**config.mk**
```make
export PLATFORM = sky130hd
export DESIGN_NAME = dac_slew_limiter_flat
export DESIGN_NICKNAME = d
export VERILOG_FILES = /design/src/rtl/dac_slew_limiter_if.sv /design/src/rtl/dac_slew_limiter.sv /design/src/flat_wrapper.sv
export SDC_FILE = /design/constraint.sdc
export NUM_CORES = 1
export LEC_CHECK = 0
export ABC_AREA = 1
export BUFFER_PORTS_ARGS = -buffer_cell sky130_fd_sc_hd__buf_2
export CAP_MARGIN = 20
export CORE_UTILIZATION = 46
export CTS_BUF_LIST = sky130_fd_sc_hd__clkbuf_4
export DETAILED_ROUTE_END_ITERATION = 10
export SLEW_MARGIN = 15
export SYNTH_ARGS = -nofsm -noshare
export SYNTH_HDL_FRONTEND = slang
export SYNTH_SLANG_ARGS = --single-unit
```
**constraint.sdc**
```tcl
create_clock -name clk_in -period 3.83 [get_ports clk_in]
set_input_delay 0.383 -clock clk_in [delete_from_list [all_inputs] [get_ports clk_in]]
set_output_delay 0.383 -clock clk_in [all_outputs]
set_load 0.02 [all_outputs]
```
**src/rtl/dac_slew_limiter_if.sv**
```systemverilog
// Command bus for dac_slew_limiter: strobe, address, write data and registered read data.
interface dac_slew_limiter_if;
    logic        cmd_trig_in;
    logic [15:0] cmd_addr_in;
    logic [15:0] cmd_data_in;
    logic [15:0] cmd_data_out;

    modport master (
        output cmd_trig_in,
        output cmd_addr_in,
        output cmd_data_in,
        input  cmd_data_out
    );

    modport slave (
        input  cmd_trig_in,
        input  cmd_addr_in,
        input  cmd_data_in,
        output cmd_data_out
    );
endinterface

```
**src/rtl/dac_slew_limiter.sv**
```systemverilog
// Two-channel DAC sample conditioner: offset with saturation, min/max clamp and a
// per-sample slew limit, configured through a 16-bit command bus.
module dac_slew_limiter #(
    parameter logic [15:0] RESET_MIN = 16'h8000,
    parameter logic [15:0] RESET_MAX = 16'h7FFF
) (
    input  logic                clk_in,
    input  logic                rst_in,
    dac_slew_limiter_if.slave   cmd,
    input  logic signed [15:0]  DAC0_in,
    input  logic signed [15:0]  DAC1_in,
    output logic signed [15:0]  DAC0_out,
    output logic signed [15:0]  DAC1_out,
    output logic [1:0]          rail_out
);

    localparam logic signed [16:0] SAT_MAX = 17'sd32767;
    localparam logic signed [16:0] SAT_MIN = -17'sd32768;

    logic        wr_en;
    logic        rd_en;
    logic [7:0]  addr_lo;
    logic [15:0] rd_ch [2];
    logic [15:0] rd_data;
    logic [15:0] rd_data_reg;
    logic [1:0]  status_reg;
    logic [1:0]  status_clr;

    assign addr_lo = cmd.cmd_addr_in[7:0];
    assign wr_en   = cmd.cmd_trig_in && (cmd.cmd_addr_in[15:8] == 8'h23);
    assign rd_en   = cmd.cmd_trig_in && (cmd.cmd_addr_in[15:8] == 8'h22);

    genvar gi;
    generate
        for (gi = 0; gi < 2; gi++) begin : ch
            localparam logic [7:0] BASE = 8'(gi * 16);

            logic signed [15:0] sample;
            logic signed [15:0] offset_reg;
            logic signed [15:0] min_reg;
            logic signed [15:0] max_reg;
            logic [15:0]        step_reg;
            logic [1:0]         ctrl_reg;
            logic signed [15:0] sum_reg;
            logic signed [15:0] target_reg;
            logic               rail_reg;
            logic signed [15:0] out_reg;

            logic signed [16:0] sum_wide;
            logic signed [15:0] sum_next;
            logic signed [15:0] target_next;
            logic               rail_next;
            logic signed [17:0] diff;
            logic signed [17:0] step_wide;
            logic signed [15:0] out_next;
            logic [15:0]        rd_local;

            assign sample = (gi == 0) ? DAC0_in : DAC1_in;

            always_comb begin
                // Stage 1: offset add with saturation, optionally forced to zero.
                sum_wide = $signed({sample[15], sample}) + $signed({offset_reg[15], offset_reg});
                if (sum_wide > SAT_MAX) begin
                    sum_next = 16'sh7FFF;
                end else if (sum_wide < SAT_MIN) begin
                    sum_next = 16'sh8000;
                end else begin
                    sum_next = sum_wide[15:0];
                end
                if (ctrl_reg[1]) begin
                    sum_next = 16'sh0000;
                end

                // Stage 2: clamp; an inverted window collapses onto the lower bound.
                if (min_reg > max_reg) begin
                    target_next = min_reg;
                end else if (sum_reg < min_reg) begin
                    target_next = min_reg;
                end else if (sum_reg > max_reg) begin
                    target_next = max_reg;
                end else begin
                    target_next = sum_reg;
                end
                rail_next = (target_next != sum_reg);

                // Stage 3: step toward target; the step never overshoots so no wrap is possible.
                diff      = $signed({{2{target_reg[15]}}, target_reg}) - $signed({{2{out_reg[15]}}, out_reg});
                step_wide = $signed({2'b00, step_reg});
                if (step_reg == 16'd0) begin
                    out_next = target_reg;
                end else if (diff > step_wide) begin
                    out_next = out_reg + step_reg;
                end else if (diff < -step_wide) begin
                    out_next = out_reg - step_reg;
                end else begin
                    out_next = target_reg;
                end
                if (ctrl_reg[0]) begin
                    out_next = out_reg;
                end
            end

            always_ff @(posedge clk_in) begin
                if (rst_in) begin
                    offset_reg <= '0;
                    min_reg    <= RESET_MIN;
                    max_reg    <= RESET_MAX;
                    step_reg   <= '0;
                    ctrl_reg   <= '0;
                    sum_reg    <= '0;
                    target_reg <= '0;
                    rail_reg   <= 1'b0;
                    out_reg    <= '0;
                end else begin
                    if (wr_en && addr_lo == BASE)         offset_reg <= cmd.cmd_data_in;
                    if (wr_en && addr_lo == BASE + 8'd1)  min_reg    <= cmd.cmd_data_in;
                    if (wr_en && addr_lo == BASE + 8'd2)  max_reg    <= cmd.cmd_data_in;
                    if (wr_en && addr_lo == BASE + 8'd3)  step_reg   <= cmd.cmd_data_in;
                    if (wr_en && addr_lo == BASE + 8'd4)  ctrl_reg   <= cmd.cmd_data_in[1:0];
                    sum_reg    <= sum_next;
                    target_reg <= target_next;
                    rail_reg   <= rail_next;
                    out_reg    <= out_next;
                end
            end

            always_comb begin
                rd_local = 16'h0000;
                case (addr_lo[3:0])
                    4'h0:    rd_local = offset_reg;
                    4'h1:    rd_local = min_reg;
                    4'h2:    rd_local = max_reg;
                    4'h3:    rd_local = step_reg;
                    4'h4:    rd_local = {14'b0, ctrl_reg};
                    default: rd_local = 16'h0000;
                endcase
            end
            assign rd_ch[gi]    = rd_local;
            assign rail_out[gi] = rail_reg;

            if (gi == 0) begin : g_out0
                assign DAC0_out = out_reg;
            end else begin : g_out1
                assign DAC1_out = out_reg;
            end
        end
    endgenerate

    always_comb begin
        rd_data = 16'h0000;
        case (addr_lo[7:4])
            4'h0:    rd_data = rd_ch[0];
            4'h1:    rd_data = rd_ch[1];
            4'h2:    rd_data = (addr_lo[3:0] == 4'h0) ? {14'b0, status_reg} : 16'h0000;
            default: rd_data = 16'h0000;
        endcase
    end

    assign status_clr = (wr_en && addr_lo == 8'h20) ? cmd.cmd_data_in[1:0] : 2'b00;

    // A live rail event overrides a same-cycle write-1-to-clear.
    always_ff @(posedge clk_in) begin
        if (rst_in) begin
            status_reg  <= '0;
            rd_data_reg <= '0;
        end else begin
            status_reg <= (status_reg & ~status_clr) | rail_out;
            if (rd_en) begin
                rd_data_reg <= rd_data;
            end
        end
    end

    assign cmd.cmd_data_out = rd_data_reg;

endmodule

```
**src/flat_wrapper.sv**
```systemverilog
// flat-port wrapper written by rule: the top's interface ports become plain ports
module dac_slew_limiter_flat 
#(
    parameter logic [15:0] RESET_MIN = 16'h8000,
    parameter logic [15:0] RESET_MAX = 16'h7FFF
)
  (clk_in, rst_in, DAC0_in, DAC1_in, DAC0_out, DAC1_out, rail_out, cmd_cmd_trig_in, cmd_cmd_addr_in, cmd_cmd_data_in, cmd_cmd_data_out);
  dac_slew_limiter_if cmd_i ();
  input  logic clk_in;
  input  logic rst_in;
  input  logic signed [15:0] DAC0_in;
  input  logic signed [15:0] DAC1_in;
  output logic signed [15:0] DAC0_out;
  output logic signed [15:0] DAC1_out;
  output logic [1:0] rail_out;
  input wire logic [$bits(cmd_i.cmd_trig_in)-1:0] cmd_cmd_trig_in;
  input wire logic [$bits(cmd_i.cmd_addr_in)-1:0] cmd_cmd_addr_in;
  input wire logic [$bits(cmd_i.cmd_data_in)-1:0] cmd_cmd_data_in;
  output wire logic [$bits(cmd_i.cmd_data_out)-1:0] cmd_cmd_data_out;
  assign cmd_i.cmd_trig_in = cmd_cmd_trig_in;
  assign cmd_i.cmd_addr_in = cmd_cmd_addr_in;
  assign cmd_i.cmd_data_in = cmd_cmd_data_in;
  assign cmd_cmd_data_out = cmd_i.cmd_data_out;
  dac_slew_limiter #(.RESET_MIN(RESET_MIN), .RESET_MAX(RESET_MAX)) u_core (.clk_in(clk_in), .rst_in(rst_in), .cmd(cmd_i), .DAC0_in(DAC0_in), .DAC1_in(DAC1_in), .DAC0_out(DAC0_out), .DAC1_out(DAC1_out), .rail_out(rail_out));
endmodule
```
==> results of run 1 <==
-- routing by layer --
metal  vias to the layer above  routed length, µm
met5                         -                  0
met4                         0               2430
met3                       101               6070
met2                       854              34100
met1                     10594              38000
li1                      11224                  -
-- critical path: cells and delay by family, from the launching register on --
family | cells | cell delay (ns)
compound gates | 4 | 0.38
xor+xnor | 1 | 0.19
simple gates | 12 | 1.28
fa+ha+maj | 2 | 0.66
flops | 1 | 0.33
buf+inv | 6 | 0.63
-- metrics by stage --
stage          util (%)  power (mW)  hold slack, ns  std cells
4_1_cts            51.6        9.15         0.00444       4075
3_5_place_dp       49.7        6.63           0.458       3944
5_1_grt            52.4        10.2          0.0495       4086
2_1_floorplan         -        5.60           0.426       3256
6_report           52.4        9.46          0.0559       4086
3_3_place_gp       49.7        6.56           0.452       3943
-- layout make-up --
class	instances	area share [%]
antenna	1	0.0103
sequential	248	20.4
multi-input combinational	2455	60.8
clock buffer	101	3.11
tap	607	3.11
timing repair buffer	207	5.30
clock inverter	26	0.436
inverter	441	6.81
-- cells in the mapped netlist, types with 2 or more instances --
master / instances
nand2_1: 768
inv_1: 416
a21oi_1: 365
ha_1: 282
dfxtp_1: 248
o21ai_0: 243
nand3_1: 150
nor2_1: 148
xor2_1: 97
clkbuf_1: 82
o22ai_1: 61
nand4_1: 36
o211ai_1: 34
o21ai_1: 34
nor3_1: 33
xnor2_1: 28
inv_2: 23
nand3_2: 20
o21bai_1: 16
a21o_1: 13
buf_2: 13
nand2_2: 12
a21oi_2: 10
o31ai_1: 9
a31oi_1: 8
buf_4: 8
fa_1: 8
nor4_1: 8
a211oi_1: 6
nand2_4: 6
nor2_2: 6
o21a_1: 6
buf_1: 5
nand3b_1: 5
nor2_4: 5
or2_2: 5
a21boi_0: 4
buf_6: 4
nor3_2: 4
a21boi_1: 3
nand3_4: 3
o221ai_1: 3
a31o_2: 2
o2111ai_1: 2
o21ai_2: 2
-- where the power goes --
part | leakage, nW | internal [mW] | switching (mW)
sequential | 2.02 | 2.68 | 0.127
combinational | 10.0 | 1.58 | 2.60
clock | 0.530 | 1.22 | 1.26
-- kinds of logic (layout without fill, tap and decap cells) --
| kind of cell | count (synthesis) | after routing | synth area share, % |
|---|---|---|---|
| other | 0 | 1 | 0 |
| adders and majority gates | 290 | 290 | 17.0 |
| and+or+nand+nor | 1214 | 1215 | 24.3 |
| buffers and inverters | 554 | 775 | 9.94 |
| DFF | 248 | 248 | 22.9 |
| AOI/OAI and AO/OA | 824 | 824 | 20.8 |
| muxes | 1 | 1 | 0.0461 |
| xor gates and xnor gates | 125 | 125 | 5.04 |
-- how the worst max path moves through the flow --
stage	start	endpoint	slack (ns)
floorplan	u_core.DAC1_out[1]	u_core.DAC1_out[1]	0.19
global placement	u_core.ch[0].target_reg[0]	u_core.DAC0_out[12]	0.17
detailed placement	u_core.ch[0].target_reg[0]	u_core.DAC0_out[12]	0.07
CTS	u_core.ch[0].target_reg[0]	u_core.DAC0_out[12]	0.04
global route	u_core.DAC0_out[1]	u_core.DAC0_out[14]	-0.02
finish	u_core.DAC1_out[3]	u_core.DAC1_out[5]	0.25
-- repair_timing --
item,4_1_cts,5_1_grt
setup buffers,0,8
endpoints found under the setup margin,0,32
resized for setup,0,55
hold endpoints to repair,5,0
hold buffers,4,0
==> impl_metrics.csv, run 1 <==
group,metric,value,unit
placement,io_buffers,116,
worst_setup_path,cp.required,4.51,ns
detailed_routing,viasPerCell,5.57,
global_route,met3_usage,4.64,%
clock_network,cts.clk_slew.worst_paths,0.06,ns
run,cap_viol_max_count,0,
timing,fmax,279,MHz
timing,setup_viol,0,
detailed_routing,ant_nets,0,
global_route,grt_most_used_layer,"met2",
global_route,grt_pass1_wl,119000,µm
global_route,grt_util_met1,47.3,%
global_route,grt_max_degree,78,
synthesis,synth.cell_area,0.0217,mm²
worst_setup_path,cp_common_cell,"nand2_1",
layout,fin_nets,3783,
placement,gp_congestion,0.959,
timing,skew,0.0645,ns
synthesis,synth-seq-cells,248,
detailed_routing,wl_per_cell,19.7,µm
clock_network,tritoncts,"done",
layout,mostFrequentLayoutCell,"nand2_1",
timing,min_period,3.58,ns
synthesis,ys_seq_area_share,22.9,%
synthesis,synth_top_area_share,22.9,%
layout,seq_area,0.00497,mm²
worst_setup_path,arrival,4.26,ns
clock_network,cts-root-buf,"clkbuf_4",
worst_setup_path,crit_type,"register to register",
synthesis,synthDistinctLibCells,57,
detailed_routing,drtPass1Iterations,6,
layout,mostFrequentLayoutCells,"761 x nand2_1, 414 x inv_1, 358 x a21oi_1, 278 x ha_1, 245 x dfxtp_1",
worst_setup_path,reg2reg_from,"u_core.DAC1_out[3]",
clock_network,htreeDepth,3,
pwr,power_density,388,mW/mm²
die,ios,117,
detailed_routing,drt_iter0_drc,1905,
timing,final.setup.tns,0,ns
detailed_routing,wl,80500,µm
die,dieHeight,219,µm
die,core,0.0466,mm²
min_path,worstHoldEndpoint,"u_core.ch[0].sum_reg[1]",
timing,hold_viol,0,
synthesis,ys.flop_type,"dfxtp_1",
worst_setup_path,r2r_setup_slack,0.25,ns
worst_setup_path,worst_path_max_delay_cell,"ha_1",
global_route,grt_antenna_before_repair,2,
outcome,status,"completed",
placement,dp_hpwl,62700,µm
worst_setup_path,worstRegToRegCells,25,
worst_setup_path,crit_path_max_incr_delay,0.35,ns
layout,nFillCells,4820,
placement,placed_area,0.0231,mm²
synthesis,syn_area_per_cell,6.67,µm²
detailed_routing,vias,22773,
synthesis,syn_nets,3613,
placement,place_ws,0.0733,ns
layout,area_delta_synth_final,12.3,%
clock_network,numCtsBuffers,73,
synthesis,ys_top_cells_by_area,"dfxtp_1 23%, ha_1 16%, nand2_1 13%",
layout,drive_gt1_share,13.1,%
worst_setup_path,cp-end-kind,"register",
clock_network,clock_latency,0.80,ns
detailed_routing,drcViolationCount,0,
timing,post-route-period-util,93.5,%
timing,finalMaxSlewViolations,0,
worst_setup_path,crit_path_start_kind,"register",
clock_network,cts_sinks,248,
synthesis,synth_edf_count,0,
die,floorplan.die_area,0.0481,mm²
min_path,hold_class,"input pin to register",
timing,tightest_slew,0.945,ns
worst_setup_path,cp_max_fo,6,
global_route,overflow,0,
timing,slew_headroom,36.5,%
die,die_x,219,µm
synthesis,ys_async_sr_fraction,0,%
layout,multiInputGateArea,0.0148,mm²
worst_setup_path,timing.rr.end,"u_core.DAC1_out[5]",
pwr,cellLeakagePower,12.6,nW
layout,stdcell_area,0.0244,mm²
synthesis,yosysTopAreaCell,"dfxtp_1",
global_route,track_usage,32.8,%
min_path,hold_depth,4,
global_route,grt_pass1_vias,20794,
die,std_cell_rows,79,
clock_network,clockBufferDepth,3,
synthesis,yosysWarnings,0,
timing,finalWorstSetupSlack,0.250,ns
min_path,hold_start,"DAC0_in[1]",
synthesis,postSynthCellCount,3256,
die,start_util,46.6,%
pwr,irDropWorstVdd,0.217,mV
global_route,use_met2,48.9,%
Power figures use the tool's default switching activity.
==> run 2, diff against run 1 <==
==> constraint.sdc (replaced) <==
create_clock -name clk_in -period 4.2 [get_ports clk_in]
set_input_delay 0.42 -clock clk_in [delete_from_list [all_inputs] [get_ports clk_in]]
set_output_delay 0.42 -clock clk_in [all_outputs]
set_load 0.02 [all_outputs]
==> run 2 against run 1 <==
Compared with the run above:
- sequential share of layout area up 0.42 points
- combinational power is 16% lower
- critical endpoint is now u_core.DAC1_out[10]
- power is 11% lower
- largest cell class unchanged
==> impl_metrics.csv, run 2 (synthesis gave the netlist of run 1 again) <==
group,metric,value,unit
global_route,grt_pass1_vias,20536,
timing,skew,0.0550,ns
run,cap_viol_max_count,0,
worst_setup_path,cp.required,4.91,ns
global_route,overflow,0,
global_route,grt_max_degree,85,
clock_network,clockBufferDepth,3,
worst_setup_path,arrival,4.53,ns
placement,dp_hpwl,61700,µm
layout,drive_gt1_share,11.1,%
worst_setup_path,cp_cell_sequence,"inv_1 -> ha_1 -> nand2_1 -> inv_1 -> nand2_1 -> nand3_1 -> a31o_2 -> a21boi_0 -> buf_4 -> o21bai_1 -> xor2_1 -> ha_1 -> a21oi_1 -> nor2_1 -> a211oi_1 -> nand2_1 -> nand2_1 -> nand2_1 -> nand3_4 -> buf_6 -> nand2_1 -> o21bai_1 -> nand2_1 -> a21oi_1",
clock_network,numCtsBuffers,72,
timing,setup_viol,0,
timing,finalMaxSlewViolations,0,
clock_network,tritoncts,"done",
timing,min_period,3.82,ns
die,die_x,219,µm
clock_network,clock_latency,0.79,ns
global_route,grt_antenna_before_repair,3,
placement,io_buffers,116,
clock_network,cts_sinks,248,
outcome,status,"completed",
detailed_routing,viasPerCell,5.61,
pwr,power_density,354,mW/mm²
worst_setup_path,crit_path_start_kind,"register",
worst_setup_path,worst_path_max_delay_cell,"dfxtp_1",
die,core,0.0466,mm²
detailed_routing,vias,22643,
clock_network,cts-root-buf,"clkbuf_4",
placement,gp_congestion,0.959,
global_route,grt_pass1_wl,118000,µm
pwr,cellLeakagePower,12.4,nW
timing,post-route-period-util,91.0,%
timing,hold_viol,0,
detailed_routing,ant_nets,0,
worst_setup_path,reg2reg_from,"u_core.DAC1_out[4]",
detailed_routing,drcViolationCount,0,
timing,fmax,262,MHz
detailed_routing,wl,78900,µm
pwr,irDropWorstVdd,0.235,mV
die,dieHeight,219,µm
global_route,track_usage,32.3,%
layout,stdcell_area,0.0239,mm²
worst_setup_path,startpoint,"u_core.DAC1_out[4]",
detailed_routing,drt_iter0_drc,1962,
layout,fin_nets,3737,
die,floorplan.die_area,0.0481,mm²
die,std_cell_rows,79,
pwr,power.total,8.46,mW
worst_setup_path,cp-end-kind,"register",
layout,mostFrequentLayoutCells,"768 x nand2_1, 415 x inv_1, 365 x a21oi_1, 282 x ha_1, 247 x dfxtp_1",
timing,rsz0062_at_grt,"false",
detailed_routing,drtPass1Iterations,8,
placement,placed_area,0.0229,mm²
clock_network,cts.clk_slew.worst_paths,0.07,ns
min_path,hold_class,"input pin to register",
die,ios,117,
min_path,hold_start,"DAC1_in[1]",
timing,tightest_slew,1.06,ns
die,start_util,46.6,%
timing,final.setup.tns,0,ns
worst_setup_path,cp_max_fo,12,
layout,area_delta_synth_final,10.0,%
worst_setup_path,cp_common_cell,"nand2_1",
worst_setup_path,crit_type,"register to register",
worst_setup_path,crit_path_max_incr_delay,0.42,ns
clock_network,htreeDepth,3,
detailed_routing,wl_per_cell,19.5,µm
timing,slew_headroom,28.5,%
layout,mostFrequentLayoutCell,"nand2_1",
[run 2: cell count changes in the layout (fill, tap and decap cells not counted), sizes merged]
cell	change
buf	-43
clkinvlp	+1
dlygate4sd3	-1
bufinv	+2
inv	-2
nand2	-1
clkbuf	+5
clkinv	-10
diode	+1
[run 2: cell type report]
type,count,area (µm²)
Antenna cell,2,5.00
Clock buffer,106,796
Clock inverter,17,124
Fill cell,4821,22700
Inverter,441,1660
Multi-Input combinational cell,2454,14600
Sequential cell,248,4970
Tap cell,607,759
Timing Repair Buffer,163,942
[run 2: repair_timing]
| item | in CTS | in global routing |
|---|---|---|
| hold buffers | 3 | 0 |
| hold endpoints to repair | 3 | 0 |
| gates resized for setup | 0 | 10 |
| endpoints found under the setup margin | 0 | 25 |
| buffers inserted | 0 | 0 |
[run 2: critical path, delay by kind of cell, from the launching register on]
kind | cells | cell delay, ns
compound gates | 7 | 1.09
simple gates | 10 | 0.93
fa+ha+maj | 2 | 0.64
buf+inv | 4 | 0.44
flops | 1 | 0.42
xor+xnor | 1 | 0.22
[run 2: through the flow]
stage,setup slack [ns],instances,hold WS [ns],util [%]
6_report,0.377,4038,0.109,51.3
3_5_place_dp,0.250,3908,0.458,49.1
2_1_floorplan,0.562,3256,0.426,-
4_1_cts,0.242,4034,0.0476,51.1
5_1_grt,0.0200,4038,0.0900,51.3
3_3_place_gp,0.387,3908,0.453,49.1
[run 2: power by group]
group | total [mW] | internal [mW] | switching [mW]
combinational | 3.49 | 1.24 | 2.25
sequential | 2.56 | 2.44 | 0.119
clock | 2.41 | 1.27 | 1.13
total | 8.46 | 4.96 | 3.50
[run 2: path summary, 6_finish.rpt]
check	to	slack, ns	cells past startpoint
setup reg to reg	u_core.DAC1_out[10]	0.38	24
hold reg to reg	u_core.cmd.cmd_data_out[14]	0.47	2
setup / recovery	u_core.DAC1_out[10]	0.38	24
hold / removal	u_core.ch[1].sum_reg[1]	0.11	4
[run 2: metal layers]
layer / vias to the layer above / global-route usage (%) / wire length, µm
met4: 0 / 12.2 / 2500
met2: 903 / 48.0 / 33100
met1: 10451 / 46.5 / 36800
li1: 11158 / - / -
met5: - / 0 / 0
met3: 131 / 5.09 / 6540
==> run 3, diff against run 2 <==
--- a/config.mk
+++ b/config.mk
@@ -6,11 +6,12 @@
 export NUM_CORES = 1
 export LEC_CHECK = 0
 export ABC_AREA = 1
-export BUFFER_PORTS_ARGS = -buffer_cell sky130_fd_sc_hd__buf_2
 export CAP_MARGIN = 20
 export CORE_UTILIZATION = 46
 export CTS_BUF_LIST = sky130_fd_sc_hd__clkbuf_4
+export CTS_CLUSTER_SIZE = 25
 export DETAILED_ROUTE_END_ITERATION = 10
+export DONT_BUFFER_PORTS = 1
 export SLEW_MARGIN = 15
 export SYNTH_ARGS = -nofsm -noshare
 export SYNTH_HDL_FRONTEND = slang
==> run 3 against run 2 <==
Compared with the run above:
- clock skew is 0.0077 ns higher
- critical path depth is 1 lower
- sequential power hardly changed
- largest cell class unchanged
- largest power group unchanged
==> impl_metrics.csv, run 3 (synthesis gave the netlist of run 1 again) <==
group,metric,value,unit
timing,rsz0062_at_grt,"false",
clock_network,cts.clk_slew.worst_paths,0.07,ns
layout,drive_gt1_share,8.14,%
detailed_routing,viasPerCell,5.68,
placement,place_ws,0.193,ns
worst_setup_path,critPathTopFamily,"compound AO/OA/AOI/OAI gates",
worst_setup_path,cp-end-kind,"register",
detailed_routing,drt_iter0_drc,2223,
detailed_routing,wl_per_cell,20.1,µm
worst_setup_path,crit_type,"register to register",
clock_network,numCtsBuffers,71,
worst_setup_path,r2r_setup_slack,0.30,ns
detailed_routing,top_layer_used,"met5",
clock_network,cts-root-buf,"clkbuf_4",
min_path,hold_depth,3,
pwr,irDropWorstVdd,0.208,mV
timing,finalMaxSlewViolations,0,
worst_setup_path,cp.required,4.90,ns
clock_network,htreeDepth,3,
clock_network,tritoncts,"done",
layout,mostFrequentLayoutCell,"nand2_1",
die,dieHeight,219,µm
global_route,overflow,0,
min_path,hold_start,"DAC1_in[6]",
worst_setup_path,worst_path_max_delay_cell,"ha_1",
outcome,status,"completed",
worst_setup_path,arrival,4.60,ns
global_route,grt_max_degree,103,
detailed_routing,drtPass1Iterations,6,
global_route,grt_antenna_before_repair,10,
die,floorplan.die_area,0.0481,mm²
die,die_x,219,µm
clock_network,cts_sinks,248,
placement,dp_hpwl,61400,µm
worst_setup_path,cp_num_cells,23,
placement,dp.cells,3807,
clock_network,clockBufferDepth,3,
timing,final.setup.tns,0,ns
worst_setup_path,worstRegToRegCells,23,
timing,setup_viol,0,
placement,io_buffers,0,
layout,fin_nets,3660,
detailed_routing,vias,22540,
worst_setup_path,reg2reg_from,"u_core.DAC1_out[2]",
timing,tightest_slew,1.00,ns
layout,stdcell_area,0.0236,mm²
worst_setup_path,crit_path_max_incr_delay,0.37,ns
global_route,grt_pass1_wl,120000,µm
layout,mostFrequentLayoutCells,"768 x nand2_1, 415 x inv_1, 365 x a21oi_1, 282 x ha_1, 248 x dfxtp_1",
detailed_routing,wl_met2,33200,µm
timing,skew,0.0626,ns
worst_setup_path,timing.rr.end,"u_core.DAC1_out[10]",
timing,slew_headroom,32.7,%
min_path,hold_class,"input pin to register",
die,std_cell_rows,79,
timing,post-route-period-util,92.8,%
die,core,0.0466,mm²
layout,fin_util,50.8,%
global_route,track_usage,32.9,%
placement,placed_area,0.0224,mm²
layout,final_cells,3966,
layout,area_delta_synth_final,8.88,%
detailed_routing,drcViolationCount,0,
placement,gp_congestion,0.964,
die,ios,117,
worst_setup_path,worst-path-buf-inv,2,
worst_setup_path,cp_common_cell,"nand2_1",
detailed_routing,wl,79700,µm
timing,finalWorstSetupSlack,0.302,ns
pwr,cellLeakagePower,12.0,nW
min_path,worstHoldEndpoint,"u_core.ch[1].sum_reg[6]",
clock_network,clock_latency,0.78,ns
die,start_util,46.6,%
timing,hold_viol,0,
detailed_routing,met3_length,6780,µm
pwr,power_density,352,mW/mm²
detailed_routing,wl_met1,36700,µm
detailed_routing,ant_nets,0,
global_route,grt_pass1_vias,20917,
worst_setup_path,cp_max_fo,10,
run,cap_viol_max_count,0,
worst_setup_path,cp_cell_sequence,"inv_1 -> ha_1 -> nand2_1 -> nand2_1 -> nand2_1 -> nand3_1 -> a31o_2 -> a21boi_1 -> o21bai_1 -> xor2_1 -> ha_1 -> a21oi_1 -> nor2_1 -> a211oi_1 -> nand2_1 -> nand2_1 -> nand2_1 -> nand3_2 -> buf_4 -> nand2_1 -> o21bai_1 -> nand2_1 -> a21oi_1",
timing,fmax,257,MHz
timing,min_period,3.90,ns
worst_setup_path,crit_path_start_kind,"register",
[run 3: changes by cell type in the layout (fill, tap and decap cells not counted), moves of 2 or more]
cell | previous run | this run
buf_2 | 117 | 0
buf_4 | 42 | 57
clkbuf_4 | 106 | 103
clkinv_1 | 8 | 16
clkinv_2 | 7 | 3
diode_2 | 2 | 4
dlygate4sd3_1 | 3 | 29
inv_2 | 24 | 26
nand2_4 | 5 | 7
nand3_2 | 18 | 20
nand3_4 | 5 | 3
[run 3: worst max path at each step]
stage	start	to	slack [ns]
after CTS	u_core.ch[0].target_reg[0]	u_core.DAC0_out[14]	0.15
after global routing	u_core.DAC1_out[2]	u_core.DAC1_out[2]	0.03
after global placement	u_core.ch[0].target_reg[0]	u_core.DAC0_out[12]	0.28
final	u_core.DAC1_out[2]	u_core.DAC1_out[10]	0.30
after floorplan	u_core.DAC1_out[1]	u_core.DAC1_out[1]	0.56
after detailed placement	u_core.ch[0].target_reg[0]	u_core.DAC0_out[4]	0.19
[run 3: power by group]
| part | internal [mW] | switching [mW] |
|---|---|---|
| sequential | 2.44 | 0.120 |
| combinational | 1.22 | 2.24 |
| clock | 1.19 | 1.12 |
[run 3: layout make-up]
cell class | count | area, µm²
clock buffers | 103 | 773
clock inverters | 22 | 111
repair buffers | 87 | 746
well taps | 607 | 759
diodes | 4 | 10.0
inverters | 441 | 1660
fillers | 4754 | 22900
multi-input cells | 2454 | 14600
flip-flops and latches | 248 | 4960
[run 3: timing repair]
item / 4_1_cts / 5_1_grt
resized for setup: 0 / 7
buffers inserted: 0 / 0
setup endpoints to repair: 0 / 31
hold endpoints to repair: 190 / 0
hold buffers: 30 / 0
[run 3: per-stage QoR]
step | total power, mW | hold WS (ns)
3_3_place_gp | 5.84 | 0.462
6_report | 8.33 | 0.0959
2_1_floorplan | 5.11 | 0.426
3_5_place_dp | 5.92 | 0.461
4_1_cts | 8.32 | 0.0148
5_1_grt | 8.94 | 0.0952
[run 3: worst reg2reg max path, delay by kind of cell (launching register included)]
family | cells | cell delay [ns]
simple gates | 11 | 1.00
compound gates | 7 | 1.31
xor+xnor | 1 | 0.21
flops | 1 | 0.36
fa+ha+maj | 2 | 0.66
buf+inv | 2 | 0.29
[run 3: routing by layer]
metal,vias to the layer above,global-route usage [%]
li1,11027,-
met1,10454,46.6
met2,897,49.0
met3,146,5.61
met4,16,13.6
met5,-,0
